**config.mk**
```make
export PLATFORM = sky130hd
export DESIGN_NAME = lda_pixel_writer
export DESIGN_NICKNAME = d
export VERILOG_FILES = /design/src/rtl/lda_pixel_writer.sv
export SDC_FILE = /design/constraint.sdc
export NUM_CORES = 1
export LEC_CHECK = 0
export CORE_MARGIN = 8
export CORE_UTILIZATION = 40
export DETAILED_ROUTE_END_ITERATION = 8
export PLACE_DENSITY = 0.6
export SLEW_MARGIN = 20
export SYNTH_ARGS = -nofsm -noshare
export SYNTH_HDL_FRONTEND = slang
export SYNTH_SLANG_ARGS = --single-unit
```
**constraint.sdc**
```tcl
create_clock -name clk -period 3.5 [get_ports clk]
set_input_delay 0.7 -clock clk [delete_from_list [all_inputs] [get_ports clk]]
set_output_delay 0.7 -clock clk [all_outputs]
set_load 0.01 [all_outputs]
```
**src/rtl/lda_pixel_writer.sv**
```systemverilog
// lda_pixel_writer: downstream stage of the LDA datapath.
// Clips each plotted pixel to the visible screen, converts it to a linear
// framebuffer address, queues it in a small FIFO and drains the queue into a
// registered valid/ready write port. Status flags report queue fill level and
// error conditions back to the LDA controller.
module lda_pixel_writer #(
  parameter int DEPTH    = 8,
  parameter int SCREEN_W = 320,
  parameter int SCREEN_H = 240,
  parameter int ADDR_W   = 17
) (
  input  logic              clk,
  input  logic              reset,
  input  logic              i_PLOT,
  input  logic [8:0]        i_X,
  input  logic [8:0]        i_Y,
  input  logic [2:0]        i_COLOR,
  input  logic              i_CLEAR_ERR,
  output logic              o_FULL,
  output logic              o_ALMOST_FULL,
  output logic              o_IDLE,
  output logic              o_OVERFLOW,
  output logic [7:0]        o_DROP_CNT,
  output logic              o_WE,
  output logic [ADDR_W-1:0] o_ADDR,
  output logic [2:0]        o_WDATA,
  input  logic              i_READY
);

  localparam int PTR_W   = $clog2(DEPTH);
  localparam int CNT_W   = PTR_W + 1;
  localparam int ENTRY_W = ADDR_W + 3;

  localparam logic [CNT_W-1:0] DEPTH_C    = CNT_W'(DEPTH);
  localparam logic [CNT_W-1:0] ALMOST_C   = CNT_W'(DEPTH - 2);
  localparam logic [9:0]       SCREEN_W_C = 10'(SCREEN_W);
  localparam logic [9:0]       SCREEN_H_C = 10'(SCREEN_H);

  // Linear address Y*SCREEN_W + X; the default width is built from two shifts.
  function automatic logic [ADDR_W-1:0] calc_addr(input logic [8:0] x,
                                                   input logic [8:0] y);
    logic [ADDR_W-1:0] xe;
    logic [ADDR_W-1:0] ye;
    xe = ADDR_W'(x);
    ye = ADDR_W'(y);
    if (SCREEN_W == 320) begin
      calc_addr = (ye << 4'd8) + (ye << 4'd6) + xe;
    end else begin
      calc_addr = ye * ADDR_W'(SCREEN_W) + xe;
    end
  endfunction

  // Saturating increment for the clip counter.
  function automatic logic [7:0] sat_inc8(input logic [7:0] v);
    if (v == 8'hFF) begin
      sat_inc8 = 8'hFF;
    end else begin
      sat_inc8 = v + 8'd1;
    end
  endfunction

  // Storage and registered state
  logic [ENTRY_W-1:0] mem_q [DEPTH];
  logic [PTR_W-1:0]   wr_ptr_q, wr_ptr_d;
  logic [PTR_W-1:0]   rd_ptr_q, rd_ptr_d;
  logic [CNT_W-1:0]   count_q, count_d;
  logic               we_q, we_d;
  logic [ADDR_W-1:0]  addr_q, addr_d;
  logic [2:0]         wdata_q, wdata_d;
  logic               overflow_q, overflow_d;
  logic [7:0]         drop_cnt_q, drop_cnt_d;

  // Decoded events for this cycle
  logic               in_range_s;
  logic               pop_s;
  logic               push_s;
  logic               clip_evt_s;
  logic               ovf_evt_s;
  logic [ENTRY_W-1:0] head_s;

  // Event decode: clipping, pop/push qualification and overflow detection.
  always_comb begin
    in_range_s = ({1'b0, i_X} < SCREEN_W_C) && ({1'b0, i_Y} < SCREEN_H_C);
    head_s     = mem_q[rd_ptr_q];
    pop_s      = (count_q != {CNT_W{1'b0}}) && (!we_q || i_READY);
    // A full queue still accepts a pixel when the head leaves on the same edge.
    push_s     = i_PLOT && in_range_s && ((count_q < DEPTH_C) || pop_s);
    clip_evt_s = i_PLOT && !in_range_s;
    ovf_evt_s  = i_PLOT && in_range_s && !push_s;
  end

  // Next-state computation for pointers, fill count, output register and flags.
  always_comb begin
    wr_ptr_d   = wr_ptr_q;
    rd_ptr_d   = rd_ptr_q;
    count_d    = count_q;
    we_d       = we_q;
    addr_d     = addr_q;
    wdata_d    = wdata_q;
    overflow_d = overflow_q;
    drop_cnt_d = drop_cnt_q;

    if (push_s) begin
      wr_ptr_d = wr_ptr_q + PTR_W'(1);
    end else begin
      wr_ptr_d = wr_ptr_q;
    end

    if (pop_s) begin
      rd_ptr_d = rd_ptr_q + PTR_W'(1);
    end else begin
      rd_ptr_d = rd_ptr_q;
    end

    case ({push_s, pop_s})
      2'b10:   count_d = count_q + CNT_W'(1);
      2'b01:   count_d = count_q - CNT_W'(1);
      default: count_d = count_q;
    endcase

    // Output register loads a new head whenever the current write is done or absent.
    if (pop_s) begin
      we_d    = 1'b1;
      addr_d  = head_s[ENTRY_W-1:3];
      wdata_d = head_s[2:0];
    end else if (we_q && i_READY) begin
      we_d    = 1'b0;
    end else begin
      we_d    = we_q;
    end

    // Clear takes priority over an error event landing on the same edge.
    if (i_CLEAR_ERR) begin
      overflow_d = 1'b0;
      drop_cnt_d = 8'd0;
    end else begin
      if (ovf_evt_s) begin
        overflow_d = 1'b1;
      end else begin
        overflow_d = overflow_q;
      end
      if (clip_evt_s) begin
        drop_cnt_d = sat_inc8(drop_cnt_q);
      end else begin
        drop_cnt_d = drop_cnt_q;
      end
    end
  end

  // Control and output registers with synchronous active-low reset.
  always_ff @(posedge clk) begin
    if (!reset) begin
      wr_ptr_q   <= {PTR_W{1'b0}};
      rd_ptr_q   <= {PTR_W{1'b0}};
      count_q    <= {CNT_W{1'b0}};
      we_q       <= 1'b0;
      addr_q     <= {ADDR_W{1'b0}};
      wdata_q    <= 3'd0;
      overflow_q <= 1'b0;
      drop_cnt_q <= 8'd0;
    end else begin
      wr_ptr_q   <= wr_ptr_d;
      rd_ptr_q   <= rd_ptr_d;
      count_q    <= count_d;
      we_q       <= we_d;
      addr_q     <= addr_d;
      wdata_q    <= wdata_d;
      overflow_q <= overflow_d;
      drop_cnt_q <= drop_cnt_d;
    end
  end

  // FIFO storage write; contents are don't-care until pushed, so no reset.
  always_ff @(posedge clk) begin
    if (reset && push_s) begin
      mem_q[wr_ptr_q] <= {calc_addr(i_X, i_Y), i_COLOR};
    end
  end

  // Status flags are decoded from registered state only.
  always_comb begin
    o_FULL        = (count_q == DEPTH_C);
    o_ALMOST_FULL = (count_q >= ALMOST_C);
    o_IDLE        = (count_q == {CNT_W{1'b0}}) && !we_q;
  end

  assign o_WE       = we_q;
  assign o_ADDR     = addr_q;
  assign o_WDATA    = wdata_q;
  assign o_OVERFLOW = overflow_q;
  assign o_DROP_CNT = drop_cnt_q;

endmodule

```
==> flow_summary.toml, run 1 <==
[run_status]
status = "complete, no violations"

[synthesis]
synth-compound-area-share_pct = 5.800
synth_xor_area_share_pct = 1.275
synth-seq-area-share_pct = 68.02
syn_inst = 502
synth_mux_area_share_pct = 13.60
yosys.area.top_type_share_pct = 58.31
ys_warn_count = 0
ys_seq_elements = 200
syn_area_per_cell_um2 = 16.42
syn_area_mm2 = 0.008240
yosys.area_share.simple_pct = 5.375
synth_area_leader_cell = "edfxtp_1"
synth_top_family_by_area = "multiplexers"
synth_ff_type = "edfxtp_1"
synth_cell_types = 50
synthAdderAreaFrac_pct = 3.978
synth-edff-count = 160
synth_fp_nets = 553
async_flop_share_pct = 0
synth_area_leaders = "edfxtp_1, mux4_2, dfxtp_1, ha_1, mux2i_1"

[critical_path]
path_class = "primary input to register"
r2r_cells = 9
critPathArrivalTime_ns = 3.29
cp_slowest_cell = "fa_1"
critical_path.max_stage_delay_ns = 0.52
crit_chain = "clkdlybuf4s50_1 > inv_1 > fa_1 > inv_1 > fa_1 > a21o_1 > a21oi_1 > o21ai_0 > xor2_1"
critical_path.max_fanout = 8
end_kind = "register"
start_kind = "primary input"
required_ns = 3.68

[clock_tree]
hold_buffers = 0
cts_resized = 0
post-cts-setup-buffers = 0
clk_pin_slew_ns = 0.07
cts_root_buf = "clkbuf_16"
cts_tree = "built"
h-tree-depth = 4
clockBufferDepth = 2
cts_made_buffers = 17
clock-sinks = 200
clkLatencyLatePin_ns = 0.43

[cells_and_area]
fin_nets = 633
area_delta_synth_final_pct = 21.32
stdcell_area_mm2 = 0.009997
antenna_cells = 0
drive_above_1_share_pct = 18.99
final_common_cell = "edfxtp_1"
nFillCells = 1660
final_core_util_pct = 49.41
final_cell_mix = "edfxtp_1, clkdlybuf4s50_1, mux4_2"

[floorplanning]
die_h_um = 159.5
core-area_mm2 = 0.02023
io_pins = 59
initial_utilization_pct = 40.72
rows = 52
die_area_mm2 = 0.02545
die_w_um = 159.5

[timing]
min_period_over_period_pct = 88.94
timing.slew.headroom_pct = 32.37
setup_viol = 0
worstMarginPinSlew_ns = 1.013
slew_viol_final = 0
finalHoldViolCount = 0
finalClockSkew_ns = 0.007790
fin_ws_ns = 0.3871
fmax_ghz = 0.3212
tns_ns = 0
rsz0062_at_grt = "false"
holdWs_ns = 0.4902
min_period_ns = 3.113

[detailed_routing]
antenna_left = 0
firstDrtPassIters = 6
drcViolationCount = 0
wl_per_cell_um = 18.99
drt_iter0_drc = 288
vias = 4522
wl_um = 16420
drt-vias-per-instance = 5.228

[placed_design]
placed_area_mm2 = 0.009392
dp_hpwl_um = 10640
dp_slack_ns = -0.07065
numPortBuffers = 58
place.gp.congestion = 0.7667

[run]
cap_violations = 0

[grt]
grt_pass1_vias = 4693
grt_pass1_wl_um = 26560
grt_max_degree = 43
antenna_found_initial = 0
grt_overflow = 0
grt_use_total_pct = 13.44

[power_and_ir_drop]
p_per_area_mw_per_mm2 = 670.3
ir_worst_vdd_uv = 329.8
leakagePower_nw = 3.276

[worst_hold_path]
whs_path_depth = 2
min_path_type = "register to register"
metal layers:
metal  share of wire (%)  GRT usage [%]
met5                   0              0
met4                 1.5          4.717
met3                 2.9          2.766
met2                  49          22.36
met1                  46          17.14
path summary, 6_finish.rpt:
check,to,from,slack [ns]
max,mem_q[0][18],i_X[8],0.39
min,wr_ptr_q[2],wr_ptr_q[2],0.49
max reg2reg,count_q[2],count_q[3],0.88
min reg2reg,wr_ptr_q[2],wr_ptr_q[2],0.49
area by class of cell:
cell class              count  area, um^2  area share [%]
clock buffers              18       429.2           4.293
clock inverters            14       176.4           1.765
inverters                  12       45.04          0.4506
multi-input cells         262        2500           25.01
flip-flops and latches    200        5608           56.10
well taps                 270       337.8           3.379
repair buffers             89       900.9           9.011
cell families after synthesis:
kind of cell	count (synthesis)
AOI/OAI and AO/OA	81
xor gates and xnor gates	12
adders and majority gates	25
buffers and inverters	40
DFF	200
muxes	62
and+or+nand+nor	82
metrics by stage:
stage / cells / power [W]
floorplan: 502 / 0.004127
global placement: 833 / 0.004747
global route: 865 / 0.007048
detailed placement: 833 / 0.004791
finish: 865 / 0.006701
CTS: 865 / 0.006781
flip-flops by register name, indices dropped and copies added, names as in the netlist:
register,count
count_q,4
mem_q,160
o_ADDR,17
o_DROP_CNT,8
o_OVERFLOW,1
o_WDATA,3
o_WE,1
rd_ptr_q,3
wr_ptr_q,3
synthesized netlist by cell type, drive strengths merged, types with 4 or more instances:
library cell    n
ha             23
nand2           8
nand2b          4
clkbuf         14
a31oi           4
buf            14
mux4           40
dfxtp          40
nor3           11
and3            4
xnor2           5
a21oi          29
nand3          13
nor2           20
edfxtp        160
inv            11
o21ai          27
mux2i          22
nand4           4
xor2            7
power by group:
| part | leakage (nW) | internal, W | switching [W] |
|---|---|---|---|
| sequential | 1.77 | 0.00279 | 0.000200 |
| combinational | 1.21 | 0.000892 | 0.000830 |
| clock | 0.296 | 0.00109 | 0.000899 |
| total | 3.28 | 0.00477 | 0.00193 |
worst max-delay path: cells and delay by family:
| family | cells | cell delay [ns] |
|---|---|---|
| xor gates and xnor gates | 1 | 0.41 |
| AOI/OAI and AO/OA | 3 | 0.62 |
| buffers and inverters | 3 | 0.60 |
| adders and majority gates | 2 | 0.96 |
(Power assumes the default switching activity.)
==> run 2, diff against run 1 <==
CORE_MARGIN = 10   (was 8)
CTS_CLUSTER_SIZE = 30   (was default)
==> run 2 against run 1 <==
Compared with the run above:
- die area grew 5.1%
- combinational power is 2% higher
- clock power shrank 4%
==> flow_summary.toml, run 2 (synthesized netlist as in run 1, its figures left out) <==
[cells_and_area]
fin_nets = 632
final_common_cell = "edfxtp_1"
area_delta_synth_final_pct = 21.08
antenna_cells = 0
largest_reg_flops = 160
top_register = "mem_q"
final_cell_mix = "edfxtp_1, clkdlybuf4s50_1, mux4_2"
drive_above_1_share_pct = 18.52

[power_and_ir_drop]
power.internal_w = 0.004765
switching_share_pct = 28.07
pwr-share-seq_pct = 44.7
p_per_area_mw_per_mm2 = 664.0
ir_worst_vdd_uv = 325.3
leakagePower_nw = 3.257
report.power.total_w = 0.006625
switchingPower_w = 0.001860
clock_power_share_pct = 28.8
power_frac_comb_pct = 26.5

[placed_design]
place.gp.congestion = 0.7524
dp_hpwl_um = 10970
numPortBuffers = 58

[clock_tree]
clkLatencyLatePin_ns = 0.43
clk_pin_slew_ns = 0.07
cts_tree = "built"
clockBufferDepth = 2
cts_root_buf = "clkbuf_16"
hold_buffers = 0
cts_made_buffers = 17
h-tree-depth = 4
clock-sinks = 200
cts_resized = 0
post-cts-setup-buffers = 0

[detailed_routing]
firstDrtPassIters = 5
wl_per_cell_um = 19.30
drt-vias-per-instance = 5.355
antenna_left = 0
drt_iter0_drc = 275
vias = 4627
drcViolationCount = 0
wl_um = 16680

[floorplanning]
io_pins = 59
die_w_um = 163.5
rows = 52
die_h_um = 163.5
core-area_mm2 = 0.02023
die_area_mm2 = 0.02674
initial_utilization_pct = 40.72

[timing]
finalHoldViolCount = 0
min_period_ns = 3.104
rsz0062_at_grt = "false"
timing.slew.headroom_pct = 39.90
tns_ns = 0
worstMarginPinSlew_ns = 0.9015
finalClockSkew_ns = 0.01010
min_period_over_period_pct = 88.70
setup_viol = 0
slew_viol_final = 0
fmax_ghz = 0.3221

[critical_path]
start_kind = "primary input"
path_class = "primary input to register"
end_kind = "register"
critical_path.max_fanout = 8
required_ns = 3.67
critPathArrivalTime_ns = 3.27

[grt]
grt_pass1_vias = 4823
grt_overflow = 0
grt_use_total_pct = 13.04
antenna_found_initial = 1
grt_max_degree = 33
grt_pass1_wl_um = 26770

[run]
cap_violations = 0

[run_status]
status = "complete, no violations"

[worst_hold_path]
min_path_type = "register to register"
[run 2: changes by cell type in the layout (fill, tap and decap cells not counted), sizes merged]
cell,before,now
clkinvlp,1,2
buf,31,30
clkbuf,18,19
inv,20,14
clkinv,3,7
[run 2: worst max-delay path: stages]
cell and delay, ns:
clkdlybuf4s50_1 0.48, inv_1 0.06, fa_1 0.52, inv_1 0.06, fa_1 0.44, a21o_1 0.19, a21oi_1 0.24, o21ai_0 0.16
xor2_1 0.41
[run 2: through the flow]
step | hold slack (ns) | cell area, um^2 | util, % | setup slack, ns | std cells
2_1_floorplan | 0.4581 | 8255 | - | -0.1797 | 502
3_3_place_gp | 0.4697 | 9397 | 46.44 | 0.02635 | 832
3_5_place_dp | 0.4827 | 9397 | 46.44 | -0.06384 | 832
4_1_cts | 0.4958 | 9977 | 49.31 | 0.3935 | 864
5_1_grt | 0.5466 | 9977 | 49.31 | 0.1308 | 864
6_report | 0.4924 | 9977 | 49.31 | 0.3955 | 864
[run 2: area by class of cell]
type,instances,area [um^2]
inverter,12,45.04
multi-input combinational,262,2500
sequential,200,5608
tap,270,337.8
clock inverter,13,147.6
timing repair buffer,88,905.9
clock buffer,19,432.9
fill,1668,10260
[run 2: power by group through the flow]
stage / combinational (W) / clock (W) / sequential, W
2_1_floorplan: 0.00115 / 0 / 0.00298
3_3_place_gp: 0.00176 / 0 / 0.00302
3_5_place_dp: 0.00179 / 0 / 0.00302
4_1_cts: 0.00180 / 0.00195 / 0.00297
5_1_grt: 0.00196 / 0.00203 / 0.00299
6_report: 0.00176 / 0.00191 / 0.00296
[run 2: path summary, 6_finish.rpt]
path                     from           end  slack (ns)  depth (start not counted)
setup / recovery       i_X[8]  mem_q[5][18]        0.40                          9
hold / removal    wr_ptr_q[2]   wr_ptr_q[2]        0.49                          2
setup reg to reg   count_q[1]    count_q[2]        1.00                          9
hold reg to reg   wr_ptr_q[2]   wr_ptr_q[2]        0.49                          2
[run 2: layer usage]
metal	up-vias	track usage (%)	part of all wire, %
li1	2144	-	-
met1	2383	16.45	44
met2	86	21.91	51
met3	14	2.769	3.0
met4	0	4.305	1.3
met5	-	0	0
==> patch 1 (config.mk and constraints of run 2) <==
Set the parameter `DEPTH` to 4 (it was 8).
--- a/src/rtl/lda_pixel_writer.sv
+++ b/src/rtl/lda_pixel_writer.sv
@@ -4,7 +4,7 @@
 // registered valid/ready write port. Status flags report queue fill level and
 // error conditions back to the LDA controller.
 module lda_pixel_writer #(
-  parameter int DEPTH    = 8,
+  parameter int DEPTH    = 4,
   parameter int SCREEN_W = 320,
   parameter int SCREEN_H = 240,
   parameter int ADDR_W   = 17
Check against the original RTL: not equivalent (a bounded check fails within 4 cycles, from zero or initial values and one cycle with reset low).
==> patch 1 against run 2 <==
Wire length shrank 43%. Critical path depth grew 1. Cell count shrank 29%. Final area shrank 35%. Setup slack gained 0.15 ns. Largest cell class unchanged. Area after synthesis shrank 38%. Synthesized cell count shrank 29%. Power shrank 30%. Critical endpoint is now mem_q[2][19]. Sequential cell count shrank 83. Non-clock buffer count shrank 23.
==> patch 1: results <==
grt:
  grt_max_degree: 29
  grt_pass1_wl_mm: 15.91
  grt_use_met3_pct: 3.028
  met2_usage_pct: 19.18
  grt.total_usage_pct: 11.34
  antenna_found_initial: 0
drt:
  vias: 2967
  routed_wl_mm: 9.522
  firstDrtPassIters: 4
synth:
  ys_seq_area_share_pct: 61.72
  synth.mux.area_fraction_pct: 10.42
  synth_nets: 406
  syn_avg_cell_area_um2: 14.39
  synth-compound-area-share_pct: 6.413
  synth_common_cells: "80 x edfxtp_1, 45 x nand2_1, 37 x dfxtp_1"
  synth_adder_area_share_pct: 6.830
  ys_types: 49
  synthTopCellsByArea: "edfxtp_1 47%, dfxtp_1 15%, mux4_1 8.3%, ha_1 5.7%, nand2_1 3.3%"
  synth_edf_count: 80
critical_path:
  critPathMaxFanout: 4
  arrival_ns: 3.08
  max_stage_delay_ns: 0.59
placed_design:
  dp.cells: 579
  post_dp_cell_area_um2: 5849
  place.gp.congestion: 0.6921
  dp_slack_ns: 0.08725
  dp_hpwl_mm: 6.354
clocking:
  path_clk_slew_ns: 0.05
  clock_latency_ns: 0.40
timing:
  fin_skew_ns: 0.005710
  worst_pin_slew_ns: 1.019
final_layout:
  drive_gt1_share_pct: 12.30
  largest_register_ffs: 80
  layout.nets: 478
  layout.cells.non_filler: 611
pwr:
  p_leak_uw: 0.002327
  vdd_drop_max_mv: 0.3397
outcome:
  status: "finished clean"
patch 1: changes by cell type after synthesis, moves of 10 or more:
cell | before | now
edfxtp_1 | 160 | 80
o21ai_0 | 26 | 1
mux2i_1 | 22 | 2
clkbuf_1 | 14 | 4
nand2_1 | 8 | 45
mux4_1 | 0 | 16
mux4_2 | 40 | 4
patch 1: kinds of logic after synthesis:
group | count (synthesis)
buffers and inverters | 33
AND/OR/NAND/NOR | 96
adder cells (fa/ha/maj) | 26
flip-flops | 117
AO/OA/AOI/OAI | 47
XOR/XNOR | 13
multiplexers | 22
patch 1: where the power goes:
part | leakage (uW) | total [uW] | internal (uW) | switching [uW]
logic | 0.00101 | 1180 | 585 | 593
registers | 0.00102 | 1760 | 1640 | 122
clock network | 0.000291 | 1710 | 1150 | 561
patch 1: routing by layer:
| layer | routed length, um | vias to the layer above |
|---|---|---|
| met1 | 3998 | 1443 |
| li1 | - | 1468 |
| met5 | 0 | - |
| met3 | 309 | 9 |
| met4 | 128 | 0 |
| met2 | 5085 | 47 |
patch 1: path summary, 6_finish.rpt:
| kind | slack [ns] | startpoint | to |
|---|---|---|---|
| worst min-delay path | 0.45 | o_ADDR[1] | o_ADDR[1] |
| worst max register to register | 1.34 | count_q[2] | count_q[2] |
| worst max-delay path | 0.55 | i_X[8] | mem_q[2][19] |
| worst min register to register | 0.45 | o_ADDR[1] | o_ADDR[1] |
patch 1: cell type report:
cell class              count  area [um^2]
multi-input cells         204         1779
fillers                  1101         6125
inverters                  21        78.83
well taps                 172        215.2
clock inverters            10        130.1
flip-flops and latches    117         3143
repair buffers             65        633.1
clock buffers              22        464.2
patch 1: critical path, delay by kind of cell:
family	cells	cell delay (ns)
buf+inv	3	0.63
compound gates	4	0.76
fa+ha+maj	2	0.89
xor+xnor	1	0.11
==> patch 2 (flow settings as in run 2) <==
Made on the original files. Reset style: asynchronous (`reset`), changed in one clocked block. Comments in the files are not updated.
--- a/src/rtl/lda_pixel_writer.sv
+++ b/src/rtl/lda_pixel_writer.sv
@@ -148,7 +148,7 @@
   end
 
   // Control and output registers with synchronous active-low reset.
-  always_ff @(posedge clk) begin
+  always_ff @(posedge clk or negedge reset) begin
     if (!reset) begin
       wr_ptr_q   <= {PTR_W{1'b0}};
       rd_ptr_q   <= {PTR_W{1'b0}};
Function: differs if reset is asserted again (counterexample within 4 cycles, from zero or initial values and one cycle with reset low); with reset held inactive, the same outputs for 4 cycles.
==> patch 2 against run 2 <==
Sequential share of layout area is 1.7 points higher. Worst hold slack got worse by 0.046 ns. Final area is 0.49% higher. Non-clock buffer count fell by 11. Clock skew down 0.0010 ns. Sequential cell count stayed put. Critical path depth is the same. Via count is 3.9% lower. Area after synthesis rose by 1.8%. Wire length shrank 1.1%. Setup slack got worse by 0.021 ns. Sequential power is 7.8% higher. Power rose by 2.8%. Critical endpoint is now mem_q[0][18]. Largest power group unchanged.
==> patch 2: results <==
grt:
  grt_pass1_wl_mm: 26.65
  met2_usage_pct: 21.31
  grt_max_degree: 41
  grt_pass1_vias: 4611
  grtUsageMet1_pct: 16.56
drt:
  routed_wl_mm: 16.49
  drt_iter0_drc: 236
  firstDrtPassIters: 6
  wl_met3_um: 546
critical_path:
  arrival_ns: 3.29
  reg2reg_from: "count_q[3]"
  reg2reg_to: "count_q[2]"
  ff2ff_setup_slack_ns: 1.10
pwr:
  p_leak_uw: 0.003484
  switching_share_pct: 28.44
  seq-power_uw: 3190
outcome:
  status: "finished clean"
synth:
  synth_adder_area_share_pct: 3.908
  synthXorXnorAreaFrac_pct: 1.566
final_layout:
  fillers: 1727
  multi_input_gates: 245
floorplanning:
  core_um2: 20430
timing:
  holdWs_ns: 0.4462
  fin_skew_ns: 0.009081
placed_design:
  dp_slack_ns: -0.07672
  place.gp.congestion: 0.7948
hold_path:
  min_path_type: "input pin to async pin"
## patch 2: cell types whose count changed after synthesis, sizes merged, moves of 3 or more
cell and change:
nor2 +14, clkbuf -5, nand2b -3, and4 +5
dfrtp +40, dfxtp -40, nand3 -5, mux2 +3
nor3 -3, o21ai -24
## patch 2: worst max path at each step
| stage | from | end | slack [ns] |
|---|---|---|---|
| 5_1_grt | i_X[8] | mem_q[0][18] | 0.14 |
| 3_3_place_gp | i_X[8] | mem_q[4][18] | 0.05 |
| 4_1_cts | i_X[8] | mem_q[3][18] | 0.36 |
| 3_5_place_dp | i_X[8] | mem_q[0][18] | -0.08 |
| 6_report | i_X[8] | mem_q[0][18] | 0.37 |
| 2_1_floorplan | i_Y[4] | mem_q[2][0] | 0.17 |
## patch 2: critical path, cell delays in order
cell	delay [ns]
clkdlybuf4s50_1	0.48
inv_1	0.06
fa_1	0.53
inv_1	0.07
fa_1	0.45
a21o_1	0.20
a21oi_1	0.23
o21ai_0	0.15
xor2_1	0.42
